File: src/rtl/cpu_types_pkg.sv
// Shared core types: pipeline latch controller state encoding and flush depth.
package cpu_types_pkg;

   typedef enum logic [1:0] {
      RUN     = 2'd0,
      MEMWAIT = 2'd1,
      HALTED  = 2'd2
   } plctrl_state_t;

   // Latches squashed by a redirect: fd, dx, xm.
   localparam int PLCTRL_FLUSH_DEPTH = 3;

endpackage

File: src/rtl/plc_sat_counter.sv
// CNT_W-wide event counter that sticks at all-ones; synchronous active-high reset.
module plc_sat_counter #(
   parameter int CNT_W = 32
) (
   input  logic             CLK,
   input  logic             RST,
   input  logic             inc_i,
   output logic [CNT_W-1:0] count_o
);

   logic [CNT_W-1:0] count_q, count_d;

   always_comb begin
      count_d = count_q;
      if (inc_i && (count_q != {CNT_W{1'b1}}))
         count_d = count_q + {{(CNT_W-1){1'b0}}, 1'b1};
   end

   always_ff @(posedge CLK) begin
      if (RST) count_q <= '0;
      else     count_q <= count_d;
   end

   assign count_o = count_q;

endmodule

File: src/rtl/pipeline_latch_ctrl.sv
// Pipeline latch enable/flush controller; holds across D-cache misses and defers redirects.
// Optional performance counters enabled by defining PIPE_PERF_EN.
//
// state   | meaning
// RUN     | pipeline advancing normally (subject to hazards)
// MEMWAIT | stalled on an outstanding data-cache access
// HALTED  | halt retired; everything frozen until RST
module pipeline_latch_ctrl
   import cpu_types_pkg::*;
#(
   parameter int CNT_W = 32
) (
   input  logic CLK,
   input  logic RST,
   input  logic freeze,
   input  logic threeInstrFlush,
   input  logic ihit,
   input  logic dhit,
   input  logic dmemREN,
   input  logic dmemWEN,
   input  logic halt_in,
   output logic pc_en,
   output logic fd_en,
   output logic dx_en,
   output logic xm_en,
   output logic mw_en,
   output logic fd_flush,
   output logic dx_flush,
   output logic xm_flush,
   output logic mw_flush,
   output logic halt,
   output logic pend_flush
`ifdef PIPE_PERF_EN
   ,
   output logic [CNT_W-1:0] stall_cycles,
   output logic [CNT_W-1:0] flush_count,
   output logic [CNT_W-1:0] freeze_count
`endif
);

   plctrl_state_t state_q, state_d;
   logic pend_flush_q, pend_flush_d;
   logic halt_q, halt_d;
   logic dbusy, flush_req, flush_act, freeze_act;
   logic [PLCTRL_FLUSH_DEPTH-1:0] flush_v;

   assign dbusy     = (dmemREN | dmemWEN) & ~dhit;
   assign flush_req = threeInstrFlush | pend_flush_q;

   always_ff @(posedge CLK) begin
      if (RST) begin
         state_q      <= RUN;
         pend_flush_q <= 1'b0;
         halt_q       <= 1'b0;
      end else begin
         state_q      <= state_d;
         pend_flush_q <= pend_flush_d;
         halt_q       <= halt_d;
      end
   end

   always_comb begin
      state_d      = state_q;
      pend_flush_d = pend_flush_q;
      if (state_q != HALTED) begin
         if (dbusy) begin
            state_d = MEMWAIT;
            if (threeInstrFlush) pend_flush_d = 1'b1;
         end else begin
            state_d = RUN;
            if (flush_req) pend_flush_d = 1'b0;
            if (halt_in && mw_en) state_d = HALTED;
         end
      end
      halt_d = (state_d == HALTED);
   end

   // Priority: dbusy > flush_req > freeze > ~ihit > advance.
   always_comb begin
      pc_en      = 1'b0;
      fd_en      = 1'b0;
      dx_en      = 1'b0;
      xm_en      = 1'b0;
      mw_en      = 1'b0;
      flush_v    = '0;
      mw_flush   = 1'b0;
      flush_act  = 1'b0;
      freeze_act = 1'b0;
      if (!RST && (state_q != HALTED) && !dbusy) begin
         dx_en = 1'b1;
         xm_en = 1'b1;
         mw_en = 1'b1;
         if (flush_req) begin
            pc_en     = 1'b1;
            fd_en     = 1'b1;
            flush_v   = '1;
            flush_act = 1'b1;
         end else if (freeze) begin
            flush_v    = 3'b010;
            freeze_act = 1'b1;
         end else if (!ihit) begin
            fd_en   = 1'b1;
            flush_v = 3'b100;
         end else begin
            pc_en = 1'b1;
            fd_en = 1'b1;
         end
      end
   end

   assign fd_flush   = flush_v[2];
   assign dx_flush   = flush_v[1];
   assign xm_flush   = flush_v[0];
   assign halt       = halt_q;
   assign pend_flush = pend_flush_q;

`ifdef PIPE_PERF_EN
   logic stall_inc;
   assign stall_inc = !RST && (state_q != HALTED) && !pc_en;

   plc_sat_counter #(.CNT_W(CNT_W)) u_stall_cnt (
      .CLK(CLK), .RST(RST), .inc_i(stall_inc), .count_o(stall_cycles)
   );
   plc_sat_counter #(.CNT_W(CNT_W)) u_flush_cnt (
      .CLK(CLK), .RST(RST), .inc_i(flush_act), .count_o(flush_count)
   );
   plc_sat_counter #(.CNT_W(CNT_W)) u_freeze_cnt (
      .CLK(CLK), .RST(RST), .inc_i(freeze_act), .count_o(freeze_count)
   );
`else
   logic unused_perf;
   assign unused_perf = flush_act ^ freeze_act;
   if (CNT_W < 1) begin : g_cnt_w_invalid
   end
`endif

endmodule
File: config.mk
export PLATFORM = sky130hd
export DESIGN_NAME = pipeline_latch_ctrl
export DESIGN_NICKNAME = d
export VERILOG_FILES = /design/src/rtl/cpu_types_pkg.sv /design/src/rtl/plc_sat_counter.sv /design/src/rtl/pipeline_latch_ctrl.sv
export SDC_FILE = /design/constraint.sdc
export NUM_CORES = 1
export LEC_CHECK = 0
export BUFFER_PORTS_ARGS = -buffer_cell sky130_fd_sc_hd__buf_2
export CAP_MARGIN = 10
export CORE_AREA = 2 2 39 41
export CTS_BUF_LIST = sky130_fd_sc_hd__clkbuf_4
export DETAILED_ROUTE_END_ITERATION = 10
export DIE_AREA = 0 0 41 43
export PLACE_DENSITY = 0.47
export SLEW_MARGIN = 20
export SYNTH_ARGS = -nofsm -noshare
export SYNTH_HDL_FRONTEND = slang
export SYNTH_SLANG_ARGS = --single-unit
File: constraint.sdc
create_clock -name CLK -period 1.1 [get_ports CLK]
set_clock_uncertainty 0.1 [all_clocks]
set_input_delay 0.055 -clock CLK [delete_from_list [all_inputs] [get_ports CLK]]
set_output_delay 0.055 -clock CLK [all_outputs]
set_load 0.05 [all_outputs]
==> reports/results.txt <==
outcome -> complete, but fails checks
violated checks -> negative setup slack
Chip Height -> 43 um
Clock Sink Count -> 4
Top Usage Layer GRT -> met2
core outline area -> 1384 um^2
Fin Hold WS -> 0.06024 ns
Syn. warnings -> 0
number of levels in the clock H-tree -> 1
total standard cell area after synthesis -> 240.2 um^2
hold path start -> threeInstrFlush
Placed Cells incl. Taps -> 61
arrival time reported for the critical path endpoint -> 1.17 ns
sequential element share of the synthesized area -> 33.33%
antenna cells -> 0
initial standard-cell utilization of the core -> 17.36%
DRT antenna net count -> 0
I/O Buffers -> 18
initial antenna violation count -> 0
type of element capturing the critical path -> primary output
die span in x -> 41 um
mean post-synth cell area -> 8.897 um^2
Total Nets Final -> 62
RSZ-0062 raised after global routing -> true
number of placement rows -> 14
count of endpoints failing setup in the final report -> 8
most area-consuming cells after synthesis -> sky130_fd_sc_hd__dfxtp_1 33%, sky130_fd_sc_hd__a21oi_1 10%, sky130_fd_sc_hd__buf_4 9.4%
met1 Track Usage GR -> 9.032%
Critical R2R Launch -> state_q[0]
post-synth top area share -> 33.33%
Clock Pin Slew Worst Setup and Hold Paths -> 0.05 ns
CP max FO -> 6
TNS Setup -> -1.613 ns
wire length of the first global-routing pass -> 1014 um
TritonCTS clock tree -> built
Vias -> 269
post-detailed-route via-to-cell ratio -> 3.956
number of buffers on the longest clock path -> 2
power per standard cell area -> 1300 nW/um^2
worst vdd ir -> 0.6328 mV
clock latency reported for the late side of the worst-skew pair -> 0.24 ns
met3 global-route usage -> 4.712%
post-detailed-routing wire length -> 620 um
largest area contributor in the netlist -> sky130_fd_sc_hd__dfxtp_1
layout overhead on the synthesized area -> 117.2%
number of cells in the finished layout apart from fillers -> 68
Highest Clock Rate -> 757.1 MHz
CP startpoint kind -> flip-flop
number of detailed-route iterations in the first pass -> 1
worst setup slack for register-to-register paths -> 0.13 ns
Syn Inst Count -> 27
Mapped Nets -> 36
Hold Violations, Final -> 0
number of distinct library cell variants in the gate-level netlist after synthesis -> 15
class of the tightest hold or removal check -> primary input to flip-flop
final worst path period share -> 120.1%
CTS Root Buffer Type -> sky130_fd_sc_hd__clkbuf_4
DPL Wire Length -> 481.1 um
type of the setup path with the least slack -> flip-flop to primary output
via count of the first global-routing pass -> 264
CP Data Required Time -> 0.94 ns
total congestion overflow -> 0
Final Critical Period -> 1.321 ns
max capacitance violation total -> 0
Leakage Power -> 0.2283 nW
Final Util -> 37.70%
number of ports placed on the die boundary -> 20
maximum number of pins on one net before global-route repair -> 7
number of buffers added by the clock tree synthesis step -> 3
global routing usage on met2 -> 14.06%
Placement Setup Slack -> -0.06524 ns
count of routing violations after the opening detailed-route iteration -> 0
worst setup slack after layout -> -0.2209 ns
share of layout cells above drive strength 1 -> 73.08%
routed length per placed instance -> 9.118 um
total count of max-transition violations in the final report -> 0
die area -> 1763 um^2
Worst Setup SP -> state_q[0]
routability-driven placement congestion ratio -> 0.5914
overall global routing resource usage -> 9.146%
remaining routing DRC violations -> 0
number of synthesized register bits -> 4
## sequential cells by signal, summed over array words and instances, names as in the netlist
signal,flops
state_q,2
halt,1
pend_flush,1
## final cells by class
class,count,area (um^2)
Clock buffer,4,30.03
Fill cell,142,862.1
Inverter,1,7.507
Multi-Input combinational cell,19,181.4
Sequential cell,4,85.08
Tap cell,16,20.02
Timing Repair Buffer,24,197.7
## cell usage after synthesis
master	n
sky130_fd_sc_hd__a211oi_1	1
sky130_fd_sc_hd__a21oi_1	5
sky130_fd_sc_hd__buf_4	3
sky130_fd_sc_hd__conb_1	1
sky130_fd_sc_hd__dfxtp_1	4
sky130_fd_sc_hd__inv_1	1
sky130_fd_sc_hd__nand2_1	1
sky130_fd_sc_hd__nand2b_1	1
sky130_fd_sc_hd__nand2b_4	1
sky130_fd_sc_hd__nand3b_4	1
sky130_fd_sc_hd__nor2_1	4
sky130_fd_sc_hd__nor3_1	1
sky130_fd_sc_hd__nor3b_1	1
sky130_fd_sc_hd__o21a_1	1
sky130_fd_sc_hd__o21bai_4	1
## metrics by stage
| stage | power, mW | area [um^2] |
|---|---|---|
| floorplan | 0.3572 | 302.8 |
| global placement | 0.4079 | 405.4 |
| detailed placement | 0.4077 | 405.4 |
| CTS | 0.6860 | 509.2 |
| global route | 0.7161 | 521.8 |
| finish | 0.6782 | 521.8 |
## kinds of logic after synthesis
logic type,share of synthesized area (%)
AND/OR/NAND/NOR,29.68
AO/OA/AOI/OAI,24.48
flip-flops,33.33
buffers and inverters,10.94
other,1.561
## power by group
group / total (mW) / switching [mW] / internal, mW
logic: 0.287 / 0.176 / 0.111
clock network: 0.229 / 0.0675 / 0.161
registers: 0.163 / 0.00681 / 0.156
total: 0.678 / 0.250 / 0.428
## cells in the final DEF, fill, tap and decap left out, drive strengths merged, types with 2 or more instances in the layout
cell type and count:
dlygate4sd3 2, nand2b 2, nor2 4, a21oi 5, buf 22, dfxtp 4
clkbuf 4
## critical path, cell delays in order (launching register included)
cell                       delay (ns)
sky130_fd_sc_hd__dfxtp_1         0.30
sky130_fd_sc_hd__nand2b_4        0.13
sky130_fd_sc_hd__nand3b_4        0.17
sky130_fd_sc_hd__nor2_2          0.17
sky130_fd_sc_hd__buf_6           0.17
## timing repair
action	CTS	global route
hold buffers	2	0
cloned	0	0
gates resized for setup	15	4
hold endpoints to repair	4	0
buffers inserted	1	0
pin swaps	3	1
endpoints found under the setup margin	8	8
## metal layers
metal | up-vias | share of wire [%] | routed length, um
li1 | 140 | - | -
met1 | 110 | 39 | 239
met2 | 19 | 50 | 309
met3 | 0 | 12 | 72
met4 | 0 | 0 | 0
met5 | - | 0 | 0
## worst paths after layout
kind	endpoint	cells past startpoint
setup reg to reg	pend_flush	4
hold reg to reg	pend_flush	2
hold / removal	pend_flush	3
setup / recovery	dx_flush	4
Power figures use the tool's default switching activity.
